`src/rtl/audio_buf_pkg.sv`:
```
`default_nettype none
// ---------------------------------------------------------------------------
// Module      : audio_buf_pkg
// Description : Shared types and constants for the audio sample buffer
//               (sample width, default buffer address width, occupancy
//               classification used by the pointer/flag controller).
// Revision    : 1.0 - initial release
// ---------------------------------------------------------------------------
package audio_buf_pkg;

  localparam int SAMPLE_W = 24;
  localparam int BUF_AW   = 4;

  typedef logic signed [SAMPLE_W-1:0] sample_t;

  // Coarse occupancy class of the buffer, decoded from the pointer pair.
  typedef enum logic [1:0] {
    OCC_EMPTY   = 2'd0,
    OCC_PARTIAL = 2'd1,
    OCC_FULL    = 2'd2
  } occ_state_t;

endpackage : audio_buf_pkg
`default_nettype wire

```
`src/rtl/fifo_ptr.sv`:
```
`default_nettype none
// ---------------------------------------------------------------------------
// Module      : fifo_ptr
// Description : Free-running incrementing pointer with enable and
//               synchronous active-high reset. The caller passes one bit
//               more than the buffer address width so the MSB acts as the
//               wrap bit; rollover is the natural modulo-2**WIDTH wrap.
// Revision    : 1.0 - initial release
// ---------------------------------------------------------------------------
module fifo_ptr #(
  parameter int WIDTH = 5
) (
  input  logic             clk,
  input  logic             reset,
  input  logic             en,
  output logic [WIDTH-1:0] ptr
);

  logic [WIDTH-1:0] r_ptr;

  // Pointer register: cleared by reset, otherwise advances by one when enabled.
  always_ff @(posedge clk) begin
    if (reset) begin
      r_ptr <= '0;
    end else if (en) begin
      r_ptr <= r_ptr + WIDTH'(1);
    end
  end

  assign ptr = r_ptr;

endmodule : fifo_ptr
`default_nettype wire

```
`src/rtl/fifo_ctrl.sv`:
```
`default_nettype none
// ---------------------------------------------------------------------------
// Module      : fifo_ctrl
// Description : Pointer/flag controller for the circular audio sample
//               buffer. Drives the register file write enable and the
//               write/read addresses, reports occupancy and level flags,
//               and holds sticky overflow/underflow error flags. The read
//               address is the head, so with an asynchronous-read register
//               file the head sample is presented first-word-fall-through.
// Revision    : 1.0 - initial release
// ---------------------------------------------------------------------------
module fifo_ctrl
  import audio_buf_pkg::*;
#(
  parameter int ADDR_WIDTH = BUF_AW,
  parameter int AFULL_LVL  = 12,
  parameter int AEMPTY_LVL = 2
) (
  input  logic                  clk,
  input  logic                  reset,
  input  logic                  wr_req,
  input  logic                  rd_req,
  input  logic                  clr_err,
  output logic                  w_en,
  output logic [ADDR_WIDTH-1:0] w_addr,
  output logic [ADDR_WIDTH-1:0] r_addr,
  output logic                  full,
  output logic                  empty,
  output logic                  almost_full,
  output logic                  almost_empty,
  output logic [ADDR_WIDTH:0]   count,
  output logic                  overflow,
  output logic                  underflow
);

  localparam logic [ADDR_WIDTH:0] C_AFULL  = (ADDR_WIDTH+1)'(AFULL_LVL);
  localparam logic [ADDR_WIDTH:0] C_AEMPTY = (ADDR_WIDTH+1)'(AEMPTY_LVL);

  logic [ADDR_WIDTH:0] w_wr_ptr;
  logic [ADDR_WIDTH:0] w_rd_ptr;
  occ_state_t          w_occ;
  logic                w_do_wr;
  logic                w_do_rd;
  logic                w_rej_wr;
  logic                w_rej_rd;
  logic                r_overflow;
  logic                r_underflow;

  // Tail pointer: advances on every accepted push.
  fifo_ptr #(
    .WIDTH (ADDR_WIDTH+1)
  ) u_wr_ptr (
    .clk   (clk),
    .reset (reset),
    .en    (w_do_wr),
    .ptr   (w_wr_ptr)
  );

  // Head pointer: advances on every accepted pop.
  fifo_ptr #(
    .WIDTH (ADDR_WIDTH+1)
  ) u_rd_ptr (
    .clk   (clk),
    .reset (reset),
    .en    (w_do_rd),
    .ptr   (w_rd_ptr)
  );

  // Classify occupancy from the pointer pair: identical pointers mean empty,
  // same slot but different wrap bit means every slot holds a sample.
  always_comb begin
    w_occ = OCC_PARTIAL;
    if (w_wr_ptr == w_rd_ptr) begin
      w_occ = OCC_EMPTY;
    end else if (w_wr_ptr[ADDR_WIDTH-1:0] == w_rd_ptr[ADDR_WIDTH-1:0]) begin
      w_occ = OCC_FULL;
    end
  end

  // Status outputs depend only on the registered pointers.
  assign empty        = (w_occ == OCC_EMPTY);
  assign full         = (w_occ == OCC_FULL);
  assign count        = w_wr_ptr - w_rd_ptr;
  assign almost_full  = (count >= C_AFULL);
  assign almost_empty = (count <= C_AEMPTY);
  assign w_addr       = w_wr_ptr[ADDR_WIDTH-1:0];
  assign r_addr       = w_rd_ptr[ADDR_WIDTH-1:0];

  // Request acceptance. A pop frees the head slot in the same cycle, so a
  // push into a full buffer is still accepted when paired with a pop; the
  // head is read asynchronously before the edge overwrites that slot.
  assign w_do_rd  = rd_req & ~empty & ~reset;
  assign w_do_wr  = wr_req & (~full | w_do_rd) & ~reset;
  assign w_rej_wr = wr_req & ~w_do_wr;
  assign w_rej_rd = rd_req & empty;
  assign w_en     = w_do_wr;

  // Sticky error flags: a new error in the same cycle as clr_err wins.
  always_ff @(posedge clk) begin
    if (reset) begin
      r_overflow  <= 1'b0;
      r_underflow <= 1'b0;
    end else begin
      if (w_rej_wr) begin
        r_overflow <= 1'b1;
      end else if (clr_err) begin
        r_overflow <= 1'b0;
      end
      if (w_rej_rd) begin
        r_underflow <= 1'b1;
      end else if (clr_err) begin
        r_underflow <= 1'b0;
      end
    end
  end

  assign overflow  = r_overflow;
  assign underflow = r_underflow;

endmodule : fifo_ctrl
`default_nettype wire

```
`config.mk`:
```
export PLATFORM = sky130hd
export DESIGN_NAME = fifo_ctrl
export DESIGN_NICKNAME = d
export VERILOG_FILES = /design/src/rtl/audio_buf_pkg.sv /design/src/rtl/fifo_ptr.sv /design/src/rtl/fifo_ctrl.sv
export SDC_FILE = /design/constraint.sdc
export NUM_CORES = 1
export LEC_CHECK = 0
export ABC_AREA = 1
export CAP_MARGIN = 5
export CORE_AREA = 2 2 50 47
export DETAILED_ROUTE_END_ITERATION = 10
export DIE_AREA = 0 0 52 49
export HOLD_SLACK_MARGIN = 0.02
export PLACE_DENSITY = 0.72
export SLEW_MARGIN = 20
export SYNTH_ARGS = -nofsm -noshare
export SYNTH_HDL_FRONTEND = slang
export SYNTH_HIERARCHICAL = 1
export SYNTH_SLANG_ARGS = --single-unit
```
`constraint.sdc`:
```
create_clock -name clk -period 1.8 [get_ports clk]
set_input_delay 0.36 -clock clk [delete_from_list [all_inputs] [get_ports clk]]
set_output_delay 0.36 -clock clk [all_outputs]
set_load 0.005 [all_outputs]
```
==> results.yml, run 1 <==
setup_path:
  path_max_fanout: 3
  crit_required_ns: 1.44
  arrival_ns: 1.78
  r2r_start: "u_wr_ptr/ptr[1]"
  cp-start-kind: "register"
  cp-startpoint: "u_wr_ptr/ptr[0]"
  endpoint_kind: "output port"
  worstSetupPathType: "reg2out"
synthesis:
  ys_seq_area_share_pct: 30.7
  synth_fa_ha_area_share_pct: 12.2
  synth_ff_type: "dfxtp_1"
  yosys.area.top_type: "dfxtp_1"
  avgSynthCellArea_um2: 6.57
  yosys.cell_types.count: 14
  synth_compound_area_share_pct: 10.4
  synth_area_leaders: "dfxtp_1 31%, nand2_1 15%, inv_1 11%, ha_1 9.6%, nor2_1 6.2%"
  syn_nets: 131
  synth_simple_gate_area_share_pct: 36.2
  synth_edf_count: 0
  synth_top_family_by_area: "simple AND/OR/NAND/NOR gates"
  synth.most_common_cell: "nand2_1"
  synthDominantCellAreaShare_pct: 30.7
  synth_xor_area_share_pct: 0
  yosys_warnings: 6
  netlist_instances: 119
  synthTopCellsByCount: "32 x nand2_1, 22 x inv_1, 13 x nor2_1, 12 x dfxtp_1, 8 x a21oi_1"
  synth-seq-cells: 12
  synthArstFlopShare_pct: 0
  synth_mux_area_share_pct: 0
  synth_area_um2: 782
final_layout:
  area_growth_syn_to_layout_pct: 89.3
  fin_area_um2: 1480
  fill_cells: 151
  postLayoutCoreUtil_pct: 71.8
  layout-drive-gt1-share_pct: 49.4
  antenna_cells: 0
  final_cells: 207
  nNetsFinal: 193
placed_design:
  pre_cts_slack_ns: -0.458
  placed_cells: 189
  place_area_um2: 1200
  io_buffers: 24
  dp.final_hpwl_mm: 1.60
  gp_congestion: 0.798
clocking:
  cts_tree: "yes"
  numCtsBuffers: 3
  htreeDepth: 1
  cts_root_buf: "clkbuf_4"
  clkLatencyLatePin_ns: 0.27
  cts_hold_buf: 0
  cts.path.max_buffers: 2
  cts.sinks: 12
  path_clk_slew_ns: 0.09
die:
  die_h_um: 49
  std_cell_rows: 16
  ios: 25
  coreArea_um2: 2060
  die_w_um: 52
  die_area_um2: 2550
  initial_core_util_pct: 37.9
run_status:
  status: "complete, but fails checks"
  violations: "negative setup slack"
run:
  cap_viol_max_count: 0
sta:
  finalHoldViolCount: 0
  clock-skew-final_ns: 0.00556
  worst_slack_ns: -0.342
  rsz0062_at_grt: "yes"
  timing.fmax_ghz: 0.467
  maxSlewHeadroom_pct: 85.0
  worst_pin_slew_ns: 0.225
  fin_crit_sh_pct: 119
  finalSetupTns_ns: -1.71
  finalSetupViolCount: 10
  fin_crit_ns: 2.14
  drv_slew: 0
  holdWs_ns: 0.484
hold_path:
  hp-start: "underflow"
  hp-class: "reg2reg"
detailed_routing:
  initialDrtViolationCount: 27
  route.met3.wl_um: 129
  wire_per_inst_um: 13.1
  drc: 0
  routed-via-count: 991
  drtAntennaViolNets: 0
  wl_met2_mm: 1.43
  drt-pass1-iter-count: 4
  drt-total-wl_mm: 2.72
  via_per_inst: 4.79
  dr.max_layer_used: "met4"
  m1WireLength_mm: 1.12
global_route:
  grt_overflow: 0
  grt_pass1_vias: 996
  grt_start_max_net_pins: 8
  grt_antenna_before_repair: 0
  groute.usage.overall_pct: 22.2
  grt_pass1_wl_mm: 4.21
power_and_ir_drop:
  total_power_mw: 0.864
  cellPowerDensity_nw_per_um2: 584
  power_leakage_nw: 0.751
  peakVddDrop_v: 0.000391
==> cells in the final DEF (no fill, tap or decap), types with 5 or more instances in the layout <==
master,count
dfxtp_1,5
a21oi_1,7
inv_2,7
clkdlybuf4s50_1,12
buf_2,5
buf_6,11
nand2_1,25
buf_4,25
nor2_2,5
nand2_2,8
inv_1,15
nor2_1,11
dfxtp_2,7
==> final cells by class <==
| cell class | instances | area, um^2 | share of cell area (%) |
|---|---|---|---|
| Inverter | 22 | 82.6 | 5.58 |
| Tap cell | 27 | 33.8 | 2.28 |
| Multi-Input combinational cell | 85 | 587 | 39.6 |
| Clock buffer | 4 | 36.3 | 2.45 |
| Sequential cell | 12 | 249 | 16.8 |
| Timing Repair Buffer | 57 | 492 | 33.2 |
==> power by group <==
group / internal, mW / switching, mW / leakage, nW
combinational: 0.199 / 0.158 / 0.629
sequential: 0.277 / 0.00775 / 0.101
clock: 0.123 / 0.0997 / 0.0210
==> logic make-up after synthesis <==
logic type | count (synthesis)
buffers and inverters | 22
adders and majority gates | 7
DFF | 12
and+or+nand+nor | 63
AOI/OAI and AO/OA | 15
==> worst paths after layout <==
check        slack (ns)               to  cells past startpoint
max reg2reg       -0.06  u_wr_ptr/ptr[3]                     14
min                0.48        underflow                      2
min reg2reg        0.48        underflow                      2
max               -0.34         count[2]                      9
==> routing by layer <==
layer	vias to the layer above	track usage (%)
li1	493	-
met4	0	7.89
met2	32	42.4
met5	-	0
met1	462	23.3
met3	4	3.99
==> registers in the layout (all words and copies together) (netlist names) <==
| signal | cells |
|---|---|
| overflow | 1 |
| u_wr_ptr/ptr | 5 |
| u_rd_ptr/ptr | 5 |
| underflow | 1 |
==> worst max-delay path, cell delays in order (launching register included) <==
cell     delay [ns]
dfxtp_2        0.34
inv_2          0.05
ha_4           0.16
fa_2           0.37
nand2_2        0.09
nand2_2        0.08
buf_4          0.14
buf_6          0.10
buf_6          0.10
buf_6          0.10
==> what timing repair did <==
action | 4_1_cts | 5_1_grt
setup endpoints to repair | 11 | 17
resized for setup | 71 | 21
buffers inserted | 11 | 4
gates cloned | 0 | 0
pin swaps | 17 | 19
(Power assumes the default switching activity.)
==> run 2, diff against run 1 <==
- CORE_AREA: 2 2 50 47 -> 2 2 53 50
- DIE_AREA: 0 0 52 49 -> 0 0 55 52
- PLACE_DENSITY: 0.72 -> 0.79
- SYNTH_HIERARCHICAL: 1 -> unset
==> run 2 against run 1 <==
Compared with the run above:
- the flow still finishes with violations (negative setup slack)
- design area decreased by 0.85%
- sequential power decreased by 2%
- final cell count up 2.9%
- non-clock buffer count stayed put
- global-route usage is 2.2 points lower
- clock skew fell by 0.0031 ns
- register-to-register slack better by 0.24 ns
- total power is 13% lower
- utilization fell by 9.1 points
- fmax fell by 5.3%
- clock power fell by 19%
- critical path type unchanged
- largest power group unchanged
==> results.yml, run 2 <==
run_status:
  status: "complete, but fails checks"
  violations: "negative setup slack"
global_route:
  grt_pass1_wl_mm: 4.15
  groute.usage.overall_pct: 20.0
  grt_overflow: 0
  grt_pass1_vias: 999
  grt_antenna_before_repair: 0
  grt_start_max_net_pins: 9
final_layout:
  antenna_cells: 0
  nNetsFinal: 198
  multi_input_area_um2: 621
  fill_cells: 214
  layout_commonest_cell: "nand2_1"
  area_growth_syn_to_layout_pct: 59.2
  fin_area_um2: 1470
  layout-drive-gt1-share_pct: 40.5
  seqCellArea_um2: 246
  final_cell_mix: "34 x nand2_1, 29 x buf_4, 15 x nand3_1"
synthesis:
  synth_edf_count: 0
  syn_nets: 146
  synth_ff_type: "dfxtp_1"
  ys_seq_area_share_pct: 26.1
  synth-seq-cells: 12
  yosys.area.top_type: "dfxtp_1"
  synthTopCellsByCount: "37 x nand2_1, 16 x nand3_1, 13 x inv_1, 12 x dfxtp_1, 9 x a21oi_1"
  synth.most_common_cell: "nand2_1"
  yosys_warnings: 0
  synth_area_leaders: "dfxtp_1 26%, nand2_1 15%, nand3_1 8.7%, ha_1 8.1%, buf_4 6.5%"
  avgSynthCellArea_um2: 6.88
  synth_area_um2: 922
  synthDominantCellAreaShare_pct: 26.1
  yosys.cell_types.count: 25
  synthArstFlopShare_pct: 0
  netlist_instances: 134
setup_path:
  arrival_ns: 1.90
  cp_slowest_stage_delay_ns: 0.35
  endpoint_kind: "output port"
  cp-start-kind: "register"
  crit_required_ns: 1.44
  slowest_stage: "dfxtp_4"
  crit_chain: "inv_2 -> ha_4 -> fa_2 -> nand3b_1 -> nand2_1 -> nand2_2 -> buf_4 -> nand4_1 -> nor2_2 -> buf_2"
  path_max_fanout: 2
  worstSetupPathType: "reg2out"
  cp_top_family: "simple AND/OR/NAND/NOR gates"
  path_buf_inv: 3
die:
  die_w_um: 55
  ios: 25
  std_cell_rows: 17
  die_area_um2: 2860
  die_h_um: 52
  coreArea_um2: 2340
  initial_core_util_pct: 39.4
clocking:
  cts_tree: "yes"
  numCtsBuffers: 3
  cts.sinks: 12
  clkLatencyLatePin_ns: 0.27
  cts_hold_buf: 0
  cts_root_buf: "clkbuf_4"
  cts.path.max_buffers: 2
  path_clk_slew_ns: 0.08
  htreeDepth: 1
detailed_routing:
  drtAntennaViolNets: 0
  wire_per_inst_um: 12.1
  initialDrtViolationCount: 18
  routed-via-count: 1063
  drt-total-wl_mm: 2.57
  drc: 0
  drt-pass1-iter-count: 5
  via_per_inst: 4.99
placed_design:
  io_buffers: 24
  gp_congestion: 0.827
  pre_cts_slack_ns: -0.527
  place_area_um2: 1370
  dp.final_hpwl_mm: 1.89
sta:
  finalSetupTns_ns: -2.06
  maxSlewHeadroom_pct: 77.7
  rsz0062_at_grt: "yes"
  clock-skew-final_ns: 0.00248
  fin_crit_ns: 2.26
  worst_pin_slew_ns: 0.333
  fin_crit_sh_pct: 126
  finalHoldViolCount: 0
  holdWs_ns: 0.489
  timing.fmax_ghz: 0.442
  worst_slack_ns: -0.462
  drv_slew: 0
  finalSetupViolCount: 8
hold_path:
  hp-class: "reg2reg"
run:
  cap_viol_max_count: 0
power_and_ir_drop:
  peakVddDrop_v: 0.000453
  power_leakage_nw: 0.699
  cellPowerDensity_nw_per_um2: 512
==> run 2: changes by cell type in the layout (fill, tap and decap cells not counted), moves of 3 or more <==
cell / delta
nand2_1: +9
nand3_1: +12
nand2_2: -3
nor2_1: -8
nand4_1: +5
dfxtp_2: -5
nor2_2: -3
dfxtp_1: +4
buf_6: -4
o21ai_0: -3
buf_4: +4
inv_1: -7
==> run 2: routing by layer <==
metal,wire [um],GRT usage (%)
met3,136,2.59
met5,0,0
met1,1060,22.9
met2,1330,36.7
met4,44,6.91
==> run 2: cells by family after synthesis <==
| logic type | synth area share [%] |
|---|---|
| simple gates | 39.5 |
| buf+inv | 14.4 |
| compound gates | 6.92 |
| flops | 26.1 |
| fa+ha+maj | 10.3 |
| xor+xnor | 2.85 |
==> run 2: power by group <==
group	internal, mW	switching (mW)
combinational	0.154	0.138
sequential	0.274	0.00578
clock	0.0858	0.0943
total	0.514	0.238
==> run 2: stage by stage <==
step                      utilization [%]  instances  power (mW)
final                                62.7        213       0.752
after global routing                 62.7        213       0.795
after CTS                            62.4        213       0.745
after detailed placement             58.6        204       0.556
after global placement               58.6        204       0.544
after floorplan                         -        134       0.416
==> run 2: worst register-to-register path, cell delays in order (launching register included) <==
cell and delay (ns):
dfxtp_1 0.35, inv_2 0.06, ha_4 0.29, nand2_2 0.10, nor2_4 0.16, buf_6 0.12, nand2_4 0.04, buf_4 0.15
nand2_2 0.09, nand2_1 0.06, a21oi_1 0.13
==> run 2: final timing paths <==
check	from	endpoint	slack, ns	depth (start not counted)
worst max register to register	u_rd_ptr.ptr[3]	u_rd_ptr.ptr[2]	0.18	10
worst min-delay path	overflow	overflow	0.49	2
worst min register to register	overflow	overflow	0.49	2
worst max-delay path	u_wr_ptr.ptr[0]	almost_empty	-0.46	10
==> run 2: what timing repair did <==
action	4_1_cts	5_1_grt
setup endpoints to repair	10	9
resized for setup	56	2
setup buffers	5	0
pin swaps	12	0
==> run 2: layout make-up <==
type | instances | share of cell area [%]
Multi-Input combinational cell | 95 | 42.3
Timing Repair Buffer | 57 | 32.4
Sequential cell | 12 | 16.8
Inverter | 17 | 4.35
Tap cell | 28 | 2.39
Clock buffer | 4 | 1.79
==> run 3, diff against run 2 <==
- CORE_AREA: 2 2 53 50 -> 2 2 50 48
- CTS_CLUSTER_DIAMETER: unset -> 100
- DIE_AREA: 0 0 55 52 -> 0 0 52 50
- PLACE_DENSITY: 0.79 -> 0.83
- clock period: 1.8 -> 2.3 ns (I/O delays scaled with it)
==> run 3 against run 2 <==
Compared with the run above:
- wire length rose by 0.62%
- global-route usage rose by 0.67 points
- non-clock buffer count down 13
- largest cell class unchanged
- the run still ends with negative setup slack left
==> results.yml, run 3 (synthesized netlist as in run 2, its figures left out) <==
final_layout:
  postLayoutCoreUtil_pct: 66.6
  final_cell_mix: "34 x nand2_1, 18 x buf_4, 15 x nand3_1, 15 x clkdlybuf4s50_1, 11 x inv_1"
  antenna_cells: 0
  layout_commonest_cell: "nand2_1"
  area_growth_syn_to_layout_pct: 48.8
  final_cells: 199
  seqCellArea_um2: 244
  fin_area_um2: 1370
  multi_input_area_um2: 614
  nNetsFinal: 185
  layout-drive-gt1-share_pct: 30.8
  fill_cells: 161
sta:
  finalSetupTns_ns: -0.169
  timing.fmax_ghz: 0.410
  finalSetupViolCount: 2
  finalHoldViolCount: 0
  drv_slew: 0
  worst_slack_ns: -0.138
  worst_pin_slew_ns: 0.328
  clock-skew-final_ns: 0.000700
  fin_crit_ns: 2.44
  rsz0062_at_grt: "yes"
  maxSlewHeadroom_pct: 78.1
  fin_crit_sh_pct: 106
setup_path:
  cp-start-kind: "register"
  crit_chain: "inv_2 -> ha_4 -> fa_2 -> nand3b_1 -> nand3_2 -> buf_6 -> nand2_4 -> o21bai_1 -> buf_2"
  slowest_stage: "fa_2"
  crit_required_ns: 1.84
  arrival_ns: 1.98
  cp_slowest_stage_delay_ns: 0.36
  endpoint_kind: "output port"
  path_max_fanout: 2
  cp_top_family: "adder cells"
  path_buf_inv: 3
  worstSetupPathType: "reg2out"
detailed_routing:
  via_per_inst: 5.12
  drtAntennaViolNets: 0
  wire_per_inst_um: 13.0
  routed-via-count: 1019
  drt-pass1-iter-count: 4
  drc: 0
  initialDrtViolationCount: 30
  drt-total-wl_mm: 2.58
die:
  initial_core_util_pct: 44.7
  std_cell_rows: 16
  ios: 25
  coreArea_um2: 2060
  die_h_um: 50
  die_w_um: 52
  die_area_um2: 2600
clocking:
  cts.sinks: 12
  cts_tree: "yes"
  clkLatencyLatePin_ns: 0.28
  path_clk_slew_ns: 0.08
  cts_root_buf: "clkbuf_4"
  htreeDepth: 1
  cts_hold_buf: 0
  numCtsBuffers: 3
  cts.path.max_buffers: 2
placed_design:
  gp_congestion: 0.799
  placed_cells: 189
  dp.final_hpwl_mm: 1.72
  place_area_um2: 1230
  pre_cts_slack_ns: -0.174
  io_buffers: 24
global_route:
  grt_pass1_wl_mm: 3.94
  grt_start_max_net_pins: 9
  groute.usage.overall_pct: 20.6
  grt_pass1_vias: 923
  grt_overflow: 0
  grt_antenna_before_repair: 0
power_and_ir_drop:
  power_leakage_nw: 0.661
  cellPowerDensity_nw_per_um2: 441
  peakVddDrop_v: 0.000317
run:
  cap_viol_max_count: 0
run_status:
  status: "complete, but fails checks"
  violations: "negative setup slack"
hold_path:
  hp-class: "reg2reg"
==> run 3: changes by cell type in the layout (fill, tap and decap cells not counted), sizes merged <==
| cell | change |
|---|---|
| buf | -19 |
| clkdlybuf4s15 | +1 |
| clkdlybuf4s50 | +1 |
| dlygate4sd2 | +3 |
| dlymetal6s2s | +1 |
==> run 3: per-stage QoR <==
stage          power, mW  hold WS, ns
6_report           0.605        0.483
3_5_place_dp       0.417        0.460
5_1_grt            0.638        0.501
4_1_cts            0.583        0.482
3_3_place_gp       0.409        0.459
2_1_floorplan      0.322        0.460
==> run 3: report_power, final <==
part           total [mW]  internal (mW)  switching (mW)
combinational       0.211          0.109           0.102
sequential          0.220          0.215         0.00497
clock               0.174         0.0965          0.0773
==> run 3: tightest hold or removal path: cells and delay by family, from the launching register on <==
kind            cells  cell delay, ns
flops               1            0.32
simple gates        1            0.06
compound gates      1            0.06
==> run 3: timing repair <==
item	in CTS	in global routing
resized for setup	29	8
endpoints found under the setup margin	9	5
pin swaps	5	7
setup buffers	3	3
==> run 3: worst paths after layout <==
path                                       from              end  slack [ns]  cells after the start
worst max-delay path            u_wr_ptr.ptr[0]      almost_full       -0.14                      9
worst max register to register  u_rd_ptr.ptr[2]  u_rd_ptr.ptr[4]        0.67                     11
worst min-delay path                  underflow        underflow        0.48                      2
worst min register to register        underflow        underflow        0.48                      2
==> run 3: layout make-up <==
| class | instances | share of cell area [%] |
|---|---|---|
| Multi-Input combinational cell | 95 | 44.8 |
| Timing Repair Buffer | 44 | 27.7 |
| Sequential cell | 12 | 17.8 |
| Inverter | 17 | 4.65 |
| Clock buffer | 4 | 2.64 |
| Tap cell | 27 | 2.46 |
==> run 3: per-layer routing <==
layer | GRT usage, % | vias to the layer above | routed length, um
li1 | - | 505 | -
met3 | 3.03 | 9 | 118
met1 | 22.0 | 460 | 990
met2 | 37.1 | 45 | 1380
met5 | 0 | - | 0
met4 | 12.3 | 0 | 92
